[src/rtl/trivium_pkg.sv]
// Shared Trivium definitions: widths, tap positions, FSM state encoding and
// the key/IV load-value builder. State bit s(k) of the textbook description is
// stored at vector index k-1. The encoding gains a CLEAR state when
// TRIVIUM_ZEROIZE_EN is defined.
package trivium_pkg;

    localparam int STATE_W = 288;
    localparam int KEY_W   = 80;
    localparam int IV_W    = 80;

    // Start of the second (s94..s177) and third (s178..s288) shift registers
    localparam int REG_B_BASE = 93;
    localparam int REG_C_BASE = 177;

    // Linear taps
    localparam int T1_A = 65;
    localparam int T1_B = 92;
    localparam int T2_A = 161;
    localparam int T2_B = 176;
    localparam int T3_A = 242;
    localparam int T3_B = 287;

    // Nonlinear AND taps and the cross-register feed taps
    localparam int T1_AND_A = 90;
    localparam int T1_AND_B = 91;
    localparam int T1_X     = 170;
    localparam int T2_AND_A = 174;
    localparam int T2_AND_B = 175;
    localparam int T2_X     = 263;
    localparam int T3_AND_A = 285;
    localparam int T3_AND_B = 286;
    localparam int T3_X     = 68;

`ifdef TRIVIUM_ZEROIZE_EN
    typedef enum logic [1:0] {
        IDLE,
        WARMUP,
        RUN,
        CLEAR
    } core_state_t;
`else
    typedef enum logic [1:0] {
        IDLE,
        WARMUP,
        RUN
    } core_state_t;
`endif

    // Key in s1..s80, IV in s94..s173, s286..s288 set, everything else zero
    function automatic logic [STATE_W-1:0] trivium_init(
        input logic [KEY_W-1:0] key,
        input logic [IV_W-1:0]  iv
    );
        logic [STATE_W-1:0] s;
        s = '0;
        s[KEY_W-1:0] = key;
        s[REG_B_BASE +: IV_W] = iv;
        s[STATE_W-1 -: 3] = 3'b111;
        return s;
    endfunction

endpackage

[src/rtl/trivium_round_unroll.sv]
// Combinational N-round Trivium step: returns the state after N rounds and
// the N keystream bits, bit j being the output of round j.
module trivium_round_unroll
    import trivium_pkg::*;
#(
    parameter int N = 8
) (
    input  logic [STATE_W-1:0] cur_state,
    output logic [STATE_W-1:0] next_state,
    output logic [N-1:0]       z
);

    logic [STATE_W-1:0] s;
    logic               t1;
    logic               t2;
    logic               t3;

    // Chain N standard Trivium rounds, collecting each round's output bit
    always_comb begin
        s  = cur_state;
        z  = '0;
        t1 = 1'b0;
        t2 = 1'b0;
        t3 = 1'b0;
        for (int j = 0; j < N; j++) begin
            t1 = s[T1_A] ^ s[T1_B];
            t2 = s[T2_A] ^ s[T2_B];
            t3 = s[T3_A] ^ s[T3_B];
            z[j] = t1 ^ t2 ^ t3;
            t1 = t1 ^ (s[T1_AND_A] & s[T1_AND_B]) ^ s[T1_X];
            t2 = t2 ^ (s[T2_AND_A] & s[T2_AND_B]) ^ s[T2_X];
            t3 = t3 ^ (s[T3_AND_A] & s[T3_AND_B]) ^ s[T3_X];
            s = {s[STATE_W-2:REG_C_BASE], t2,
                 s[REG_C_BASE-2:REG_B_BASE], t1,
                 s[REG_B_BASE-2:0], t3};
        end
        next_state = s;
    end

endmodule

[src/rtl/trivium_stream_core.sv]
// Trivium keystream core: run-time key/IV load, internal warm-up, then one
// WORD_W-bit keystream word per clock on a valid/ready stream.
// Optional macro TRIVIUM_ZEROIZE_EN: blanks ks_data while invalid and wipes the
// cipher state for one cycle before a rekey issued from RUN.
module trivium_stream_core
    import trivium_pkg::*;
#(
    parameter int WORD_W      = 8,
    parameter int INIT_ROUNDS = 1152
) (
    input  logic              clk,
    input  logic              rst,
    input  logic [KEY_W-1:0]  key_in,
    input  logic [IV_W-1:0]   iv_in,
    input  logic              load_valid,
    output logic              load_ready,
    output logic [WORD_W-1:0] ks_data,
    output logic              ks_valid,
    input  logic              ks_ready,
    output logic              busy
);

    localparam int WARM_CYCLES = INIT_ROUNDS / WORD_W;
    localparam int CNT_W       = $clog2(WARM_CYCLES + 1);
    localparam logic [CNT_W-1:0] CNT_LAST = CNT_W'(WARM_CYCLES - 1);

    core_state_t        fsm_q;
    core_state_t        fsm_d;
    logic [STATE_W-1:0] cipher_q;
    logic [STATE_W-1:0] cipher_d;
    logic [STATE_W-1:0] cipher_adv;
    logic [WORD_W-1:0]  word_z;
    logic [WORD_W-1:0]  data_q;
    logic [WORD_W-1:0]  data_d;
    logic               valid_q;
    logic               valid_d;
    logic [CNT_W-1:0]   cnt_q;
    logic [CNT_W-1:0]   cnt_d;

`ifdef TRIVIUM_ZEROIZE_EN
    logic [KEY_W-1:0]   key_hold_q;
    logic [KEY_W-1:0]   key_hold_d;
    logic [IV_W-1:0]    iv_hold_q;
    logic [IV_W-1:0]    iv_hold_d;
`endif

    trivium_round_unroll #(
        .N (WORD_W)
    ) u_unroll (
        .cur_state  (cipher_q),
        .next_state (cipher_adv),
        .z          (word_z)
    );

    // Next-state logic: load, warm-up counting, stream advance under back-pressure
    always_comb begin
        fsm_d      = fsm_q;
        cipher_d   = cipher_q;
        data_d     = data_q;
        valid_d    = valid_q;
        cnt_d      = cnt_q;
        load_ready = 1'b0;
        busy       = 1'b0;
`ifdef TRIVIUM_ZEROIZE_EN
        key_hold_d = key_hold_q;
        iv_hold_d  = iv_hold_q;
`endif
        case (fsm_q)
            IDLE: begin
                load_ready = 1'b1;
                if (load_valid) begin
                    cipher_d = trivium_init(key_in, iv_in);
                    cnt_d    = '0;
                    fsm_d    = WARMUP;
                end
            end
            WARMUP: begin
                busy     = 1'b1;
                cipher_d = cipher_adv;
                if (cnt_q == CNT_LAST) begin
                    cnt_d   = '0;
                    valid_d = 1'b0;
                    fsm_d   = RUN;
                end else begin
                    cnt_d = cnt_q + 1'b1;
                end
            end
            RUN: begin
                load_ready = 1'b1;
                if (load_valid) begin
                    valid_d = 1'b0;
                    cnt_d   = '0;
`ifdef TRIVIUM_ZEROIZE_EN
                    cipher_d   = '0;
                    key_hold_d = key_in;
                    iv_hold_d  = iv_in;
                    fsm_d      = CLEAR;
`else
                    cipher_d = trivium_init(key_in, iv_in);
                    fsm_d    = WARMUP;
`endif
                end else if (!valid_q || ks_ready) begin
                    cipher_d = cipher_adv;
                    data_d   = word_z;
                    valid_d  = 1'b1;
                end
            end
`ifdef TRIVIUM_ZEROIZE_EN
            CLEAR: begin
                cipher_d = trivium_init(key_hold_q, iv_hold_q);
                cnt_d    = '0;
                fsm_d    = WARMUP;
            end
`endif
            default: begin
                fsm_d = IDLE;
            end
        endcase
    end

    // State registers with synchronous reset back to an empty, idle core
    always_ff @(posedge clk) begin
        if (rst) begin
            fsm_q    <= IDLE;
            cipher_q <= '0;
            data_q   <= '0;
            valid_q  <= 1'b0;
            cnt_q    <= '0;
`ifdef TRIVIUM_ZEROIZE_EN
            key_hold_q <= '0;
            iv_hold_q  <= '0;
`endif
        end else begin
            fsm_q    <= fsm_d;
            cipher_q <= cipher_d;
            data_q   <= data_d;
            valid_q  <= valid_d;
            cnt_q    <= cnt_d;
`ifdef TRIVIUM_ZEROIZE_EN
            key_hold_q <= key_hold_d;
            iv_hold_q  <= iv_hold_d;
`endif
        end
    end

    assign ks_valid = valid_q;
`ifdef TRIVIUM_ZEROIZE_EN
    assign ks_data = valid_q ? data_q : '0;
`else
    assign ks_data = data_q;
`endif

endmodule

[config.mk]
export PLATFORM = sky130hd
export DESIGN_NAME = trivium_stream_core
export DESIGN_NICKNAME = d
export VERILOG_FILES = /design/src/rtl/trivium_pkg.sv /design/src/rtl/trivium_round_unroll.sv /design/src/rtl/trivium_stream_core.sv
export SDC_FILE = /design/constraint.sdc
export NUM_CORES = 1
export LEC_CHECK = 0
export BUFFER_PORTS_ARGS = -buffer_cell sky130_fd_sc_hd__clkbuf_2
export CAP_MARGIN = 20
export CORE_MARGIN = 2
export CORE_UTILIZATION = 55
export DETAILED_ROUTE_END_ITERATION = 12
export GPL_TIMING_DRIVEN = 1
export PLACE_DENSITY = 0.87
export SETUP_SLACK_MARGIN = 0.2
export SYNTH_ARGS = -nofsm -noshare
export SYNTH_HDL_FRONTEND = slang
export SYNTH_SLANG_ARGS = --single-unit
[constraint.sdc]
create_clock -name clk -period 2.7 [get_ports clk]
set_input_delay 0.405 -clock clk [delete_from_list [all_inputs] [get_ports clk]]
set_output_delay 0.405 -clock clk [all_outputs]
set_load 0.05 [all_outputs]
==> report_table.html <==
<table>
<tr><th>Metric</th><th>Value</th></tr>
<tr><th colspan="2">Clock network</th></tr>
<tr><td>Maximum root-to-sink buffer count</td><td>3</td></tr>
<tr><td>Clock H-tree levels</td><td>1</td></tr>
<tr><td>Clock insertion delay at the later pin of the skew report</td><td>560 ps</td></tr>
<tr><td>Clock Pin Slew Worst Setup and Hold Paths</td><td>60 ps</td></tr>
<tr><td>Inserted Clock Buffers</td><td>31</td></tr>
<tr><td>Clock root buffer master</td><td>sky130_fd_sc_hd__clkbuf_16</td></tr>
<tr><td>Clk sink count</td><td>307</td></tr>
<tr><td>CTS tree</td><td>yes</td></tr>
<tr><td>Post-CTS Hold Buffers</td><td>0</td></tr>
<tr><th colspan="2">Detailed routing</th></tr>
<tr><td>Routed Antenna Nets</td><td>0</td></tr>
<tr><td>Detailed-route wire length</td><td>37400 um</td></tr>
<tr><td>Average via count per standard cell</td><td>6.23</td></tr>
<tr><td>Routed vias</td><td>12700</td></tr>
<tr><td>DRC</td><td>0</td></tr>
<tr><td>Drt first-iter violations</td><td>1917</td></tr>
<tr><td>Count of TritonRoute iterations in the first routing pass</td><td>7</td></tr>
<tr><td>Wirelength per Cell</td><td>18.4 um</td></tr>
<tr><th colspan="2">Timing</th></tr>
<tr><td>Final Slew Violations</td><td>0</td></tr>
<tr><td>Min Hold Slack</td><td>84.5 ps</td></tr>
<tr><td>Clock skew after layout</td><td>18.0 ps</td></tr>
<tr><td>Final count of hold timing violations</td><td>0</td></tr>
<tr><td>Post-route clock period utilization</td><td>89.6%</td></tr>
<tr><td>Highest clock rate</td><td>413 MHz</td></tr>
<tr><td>Unrepaired setup endpoints after global routing</td><td>yes</td></tr>
<tr><td>Worst Tran Pin Value</td><td>906 ps</td></tr>
<tr><td>Shortest clock period the worst path allows after layout</td><td>2420 ps</td></tr>
<tr><td>Slack of the critical path</td><td>281 ps</td></tr>
<tr><td>Setup Total Neg Slack</td><td>0 ps</td></tr>
<tr><td>Worst slew margin</td><td>39.1%</td></tr>
<tr><td>Final setup violation count</td><td>0</td></tr>
<tr><th colspan="2">GRT</th></tr>
<tr><td>Largest net degree at the start of global routing</td><td>115</td></tr>
<tr><td>Wire length of the first global-routing pass</td><td>58500 um</td></tr>
<tr><td>Number of antenna violations at the first check in global routing</td><td>0</td></tr>
<tr><td>Remaining global-route overflow</td><td>0</td></tr>
<tr><td>GRT Resource Usage Total</td><td>27.5%</td></tr>
<tr><td>Number of global-route vias before repair</td><td>11700</td></tr>
<tr><th colspan="2">Worst setup path</th></tr>
<tr><td>CP max-delay cell</td><td>sky130_fd_sc_hd__o21a_4</td></tr>
<tr><td>Category of cells accounting for the largest share of critical-path delay</td><td>compound AO/OA/AOI/OAI gates</td></tr>
<tr><td>Buffer and inverter count on the worst path</td><td>2</td></tr>
<tr><td>Element type at the critical path end</td><td>flip-flop</td></tr>
<tr><td>Longest individual stage delay on the worst path</td><td>460 ps</td></tr>
<tr><td>Endpoint of the worst register-to-register path</td><td>cipher_q[192]</td></tr>
<tr><td>Flop-to-flop setup slack</td><td>280 ps</td></tr>
<tr><td>Number of cells traversed by the worst register-to-register path</td><td>7</td></tr>
<tr><td>Crit path required time</td><td>3170 ps</td></tr>
<tr><td>Kind of critical path</td><td>flip-flop to flip-flop</td></tr>
<tr><td>Highest fanout seen on the critical path</td><td>19</td></tr>
<tr><td>Crit path cell chain</td><td>inv_1 -&gt; ha_1 -&gt; nor2b_2 -&gt; o21a_4 -&gt; buf_4 -&gt; nand3_1 -&gt; a21oi_1</td></tr>
<tr><td>Startpoint of the lowest-slack register-to-register path</td><td>fsm_q[0]</td></tr>
<tr><td>Crit path DAT</td><td>2890 ps</td></tr>
<tr><td>CP Launch Type</td><td>flip-flop</td></tr>
<tr><th colspan="2">Cells and area</th></tr>
<tr><td>Ratio of cells with drive above 1 in the final layout</td><td>16.0%</td></tr>
<tr><td>Synth-to-layout area growth</td><td>15.5%</td></tr>
<tr><td>Post-layout util</td><td>64.7%</td></tr>
<tr><td>Final instance area</td><td>0.0152 mm^2</td></tr>
<tr><td>Antenna diode count</td><td>0</td></tr>
<tr><td>Final net count</td><td>1866</td></tr>
<tr><td>Layout filler cell count</td><td>1788</td></tr>
<tr><th colspan="2">Floorplanning</th></tr>
<tr><td>Core box area</td><td>0.0235 mm^2</td></tr>
<tr><td>Starting Density</td><td>56.1%</td></tr>
<tr><td>Total I/O pin count</td><td>175</td></tr>
<tr><td>Number of rows created at floorplan</td><td>56</td></tr>
<tr><td>Die Footprint</td><td>0.0252 mm^2</td></tr>
<tr><td>Die extent in y</td><td>159 um</td></tr>
<tr><td>Die W</td><td>159 um</td></tr>
<tr><th colspan="2">Logic synthesis</th></tr>
<tr><td>Fraction of registers with async set/reset</td><td>0%</td></tr>
<tr><td>Post-synthesis cell type count</td><td>48</td></tr>
<tr><td>Number of flip-flops and latches in the synthesized netlist</td><td>307</td></tr>
<tr><td>Syn Std Cell Area</td><td>0.0132 mm^2</td></tr>
<tr><td>Flip-flop cell with the highest count after synthesis</td><td>sky130_fd_sc_hd__dfxtp_1</td></tr>
<tr><td>EDFF count, synth</td><td>0</td></tr>
<tr><td>Fraction of post-synthesis cell area in the top cell type by area</td><td>46.6%</td></tr>
<tr><td>Cell type contributing the most total cell area after synthesis</td><td>sky130_fd_sc_hd__dfxtp_1</td></tr>
<tr><td>Register area share after synthesis</td><td>46.6%</td></tr>
<tr><td>Warning count from the yosys run</td><td>0</td></tr>
<tr><td>Cell count after synthesis</td><td>1613</td></tr>
<tr><td>Synth Area per Inst</td><td>8.18 um^2</td></tr>
<tr><td>Syn_nets</td><td>1782</td></tr>
<tr><td>Most area-consuming cells after synthesis</td><td>sky130_fd_sc_hd__dfxtp_1, sky130_fd_sc_hd__nand3_1, sky130_fd_sc_hd__nand2_1</td></tr>
<tr><th colspan="2">Place</th></tr>
<tr><td>Total of buffers placed on input and output ports</td><td>174</td></tr>
<tr><td>Placed standard-cell area</td><td>0.0142 mm^2</td></tr>
<tr><td>Half-perimeter wire length after placement</td><td>23700 um</td></tr>
<tr><td>Setup slack at placement</td><td>338 ps</td></tr>
<tr><td>RePlAce Congestion</td><td>0.893</td></tr>
<tr><th colspan="2">Power and ir drop</th></tr>
<tr><td>Total power divided by cell area</td><td>842 mW/mm^2</td></tr>
<tr><td>Max rail drop VDD</td><td>0.503 mV</td></tr>
<tr><td>Cell leakage power</td><td>5.30 nW</td></tr>
<tr><th colspan="2">Min path</th></tr>
<tr><td>Worst min-delay path category</td><td>primary input to flip-flop</td></tr>
<tr><td>Worst Hold End</td><td>cipher_q[100]</td></tr>
<tr><td>Hold_sp</td><td>iv_in[7]</td></tr>
<tr><td>Cell depth of the worst min-delay path</td><td>3</td></tr>
<tr><th colspan="2">Status</th></tr>
<tr><td>Result of the run</td><td>complete, no violations</td></tr>
<tr><th colspan="2">Flow run</th></tr>
<tr><td>Number of violations of the max-capacitance limit</td><td>0</td></tr>
</table>
tightest hold or removal path: stages:
cell	delay (ps)
sky130_fd_sc_hd__clkbuf_2	80
sky130_fd_sc_hd__a22oi_1	50
sky130_fd_sc_hd__o21ai_1	70
cell usage in the layout (no fill, tap or decap), types with 11 or more instances in the layout:
master and instances:
sky130_fd_sc_hd__nor2_1 58, sky130_fd_sc_hd__a221oi_1 40, sky130_fd_sc_hd__xnor2_1 68, sky130_fd_sc_hd__clkbuf_2 173, sky130_fd_sc_hd__clkbuf_16 31, sky130_fd_sc_hd__xor2_1 22
sky130_fd_sc_hd__nand4_1 12, sky130_fd_sc_hd__o22ai_1 11, sky130_fd_sc_hd__a31oi_1 104, sky130_fd_sc_hd__dfxtp_1 307, sky130_fd_sc_hd__nand3_1 330, sky130_fd_sc_hd__a21oi_1 125
sky130_fd_sc_hd__buf_4 15, sky130_fd_sc_hd__nor3_1 40, sky130_fd_sc_hd__nand2_1 249, sky130_fd_sc_hd__buf_12 18
registers in the layout, summed over array words and instances, names as in the netlist:
| register | count |
|---|---|
| cipher_q | 288 |
| cnt_q | 8 |
| ks_data | 8 |
| fsm_q | 2 |
| ks_valid | 1 |
per-layer routing:
metal / track usage (%) / vias to the layer above / share of wire, %
met4: 14.8 / 0 / 5.2
met2: 44.7 / 714 / 47
li1: - / 5882 / -
met1: 35.7 / 5960 / 40
met3: 3.63 / 134 / 8.3
met5: 0 / - / 0
report_power, final:
group | switching (mW) | leakage [nW] | internal [mW]
registers | 0.360 | 2.50 | 4.99
logic | 2.17 | 2.30 | 1.13
clock network | 1.78 | 0.500 | 2.40
total | 4.30 | 5.30 | 8.52
logic make-up after synthesis:
| kind of cell | synth area share (%) |
|---|---|
| compound gates | 16.2 |
| fa+ha+maj | 0.474 |
| buf+inv | 5.95 |
| mux | 0.190 |
| simple gates | 24.3 |
| flops | 46.6 |
| xor+xnor | 6.32 |
cells in the mapped netlist, drive strengths merged, types with 11 or more instances:
library cell	instances
nand3	330
dfxtp	307
nand2	250
a21oi	125
a31oi	104
buf	102
xnor2	68
nor2	59
clkbuf	56
nor3	41
a221oi	40
xor2	22
a21boi	13
o21ai	13
nand4	12
a211oi	11
o22ai	11
layout make-up:
class | instances | area, um^2 | share of cell area, %
multi-input combinational | 1142 | 6310 | 41.4
sequential | 307 | 6150 | 40.3
timing repair buffer | 208 | 1360 | 8.95
clock buffer | 41 | 893 | 5.86
tap | 319 | 399 | 2.62
clock inverter | 13 | 96.3 | 0.632
inverter | 7 | 26.3 | 0.172
how the worst max path moves through the flow:
| stage | from | to | slack, ps | cells past startpoint |
|---|---|---|---|---|
| floorplan | fsm_q[1] | cnt_q[6] | 620 | 7 |
| global placement | fsm_q[0] | cipher_q[159] | 450 | 7 |
| detailed placement | fsm_q[0] | cipher_q[159] | 340 | 7 |
| CTS | fsm_q[0] | cipher_q[172] | 300 | 7 |
| global route | fsm_q[0] | cipher_q[192] | 180 | 7 |
| finish | fsm_q[0] | cipher_q[192] | 280 | 7 |
through the flow:
step           power (mW)  cells
6_report             12.8   2037
2_1_floorplan        7.71   1613
5_1_grt              13.3   2037
3_3_place_gp         8.53   1982
4_1_cts              12.7   2036
3_5_place_dp         8.59   1982
timing repair:
item / 4_1_cts / 5_1_grt
resized for setup: 0 / 4
setup buffers: 0 / 0
setup endpoints to repair: 0 / 29
hold endpoints to repair: 0 / 0
Power figures use the tool's default switching activity.
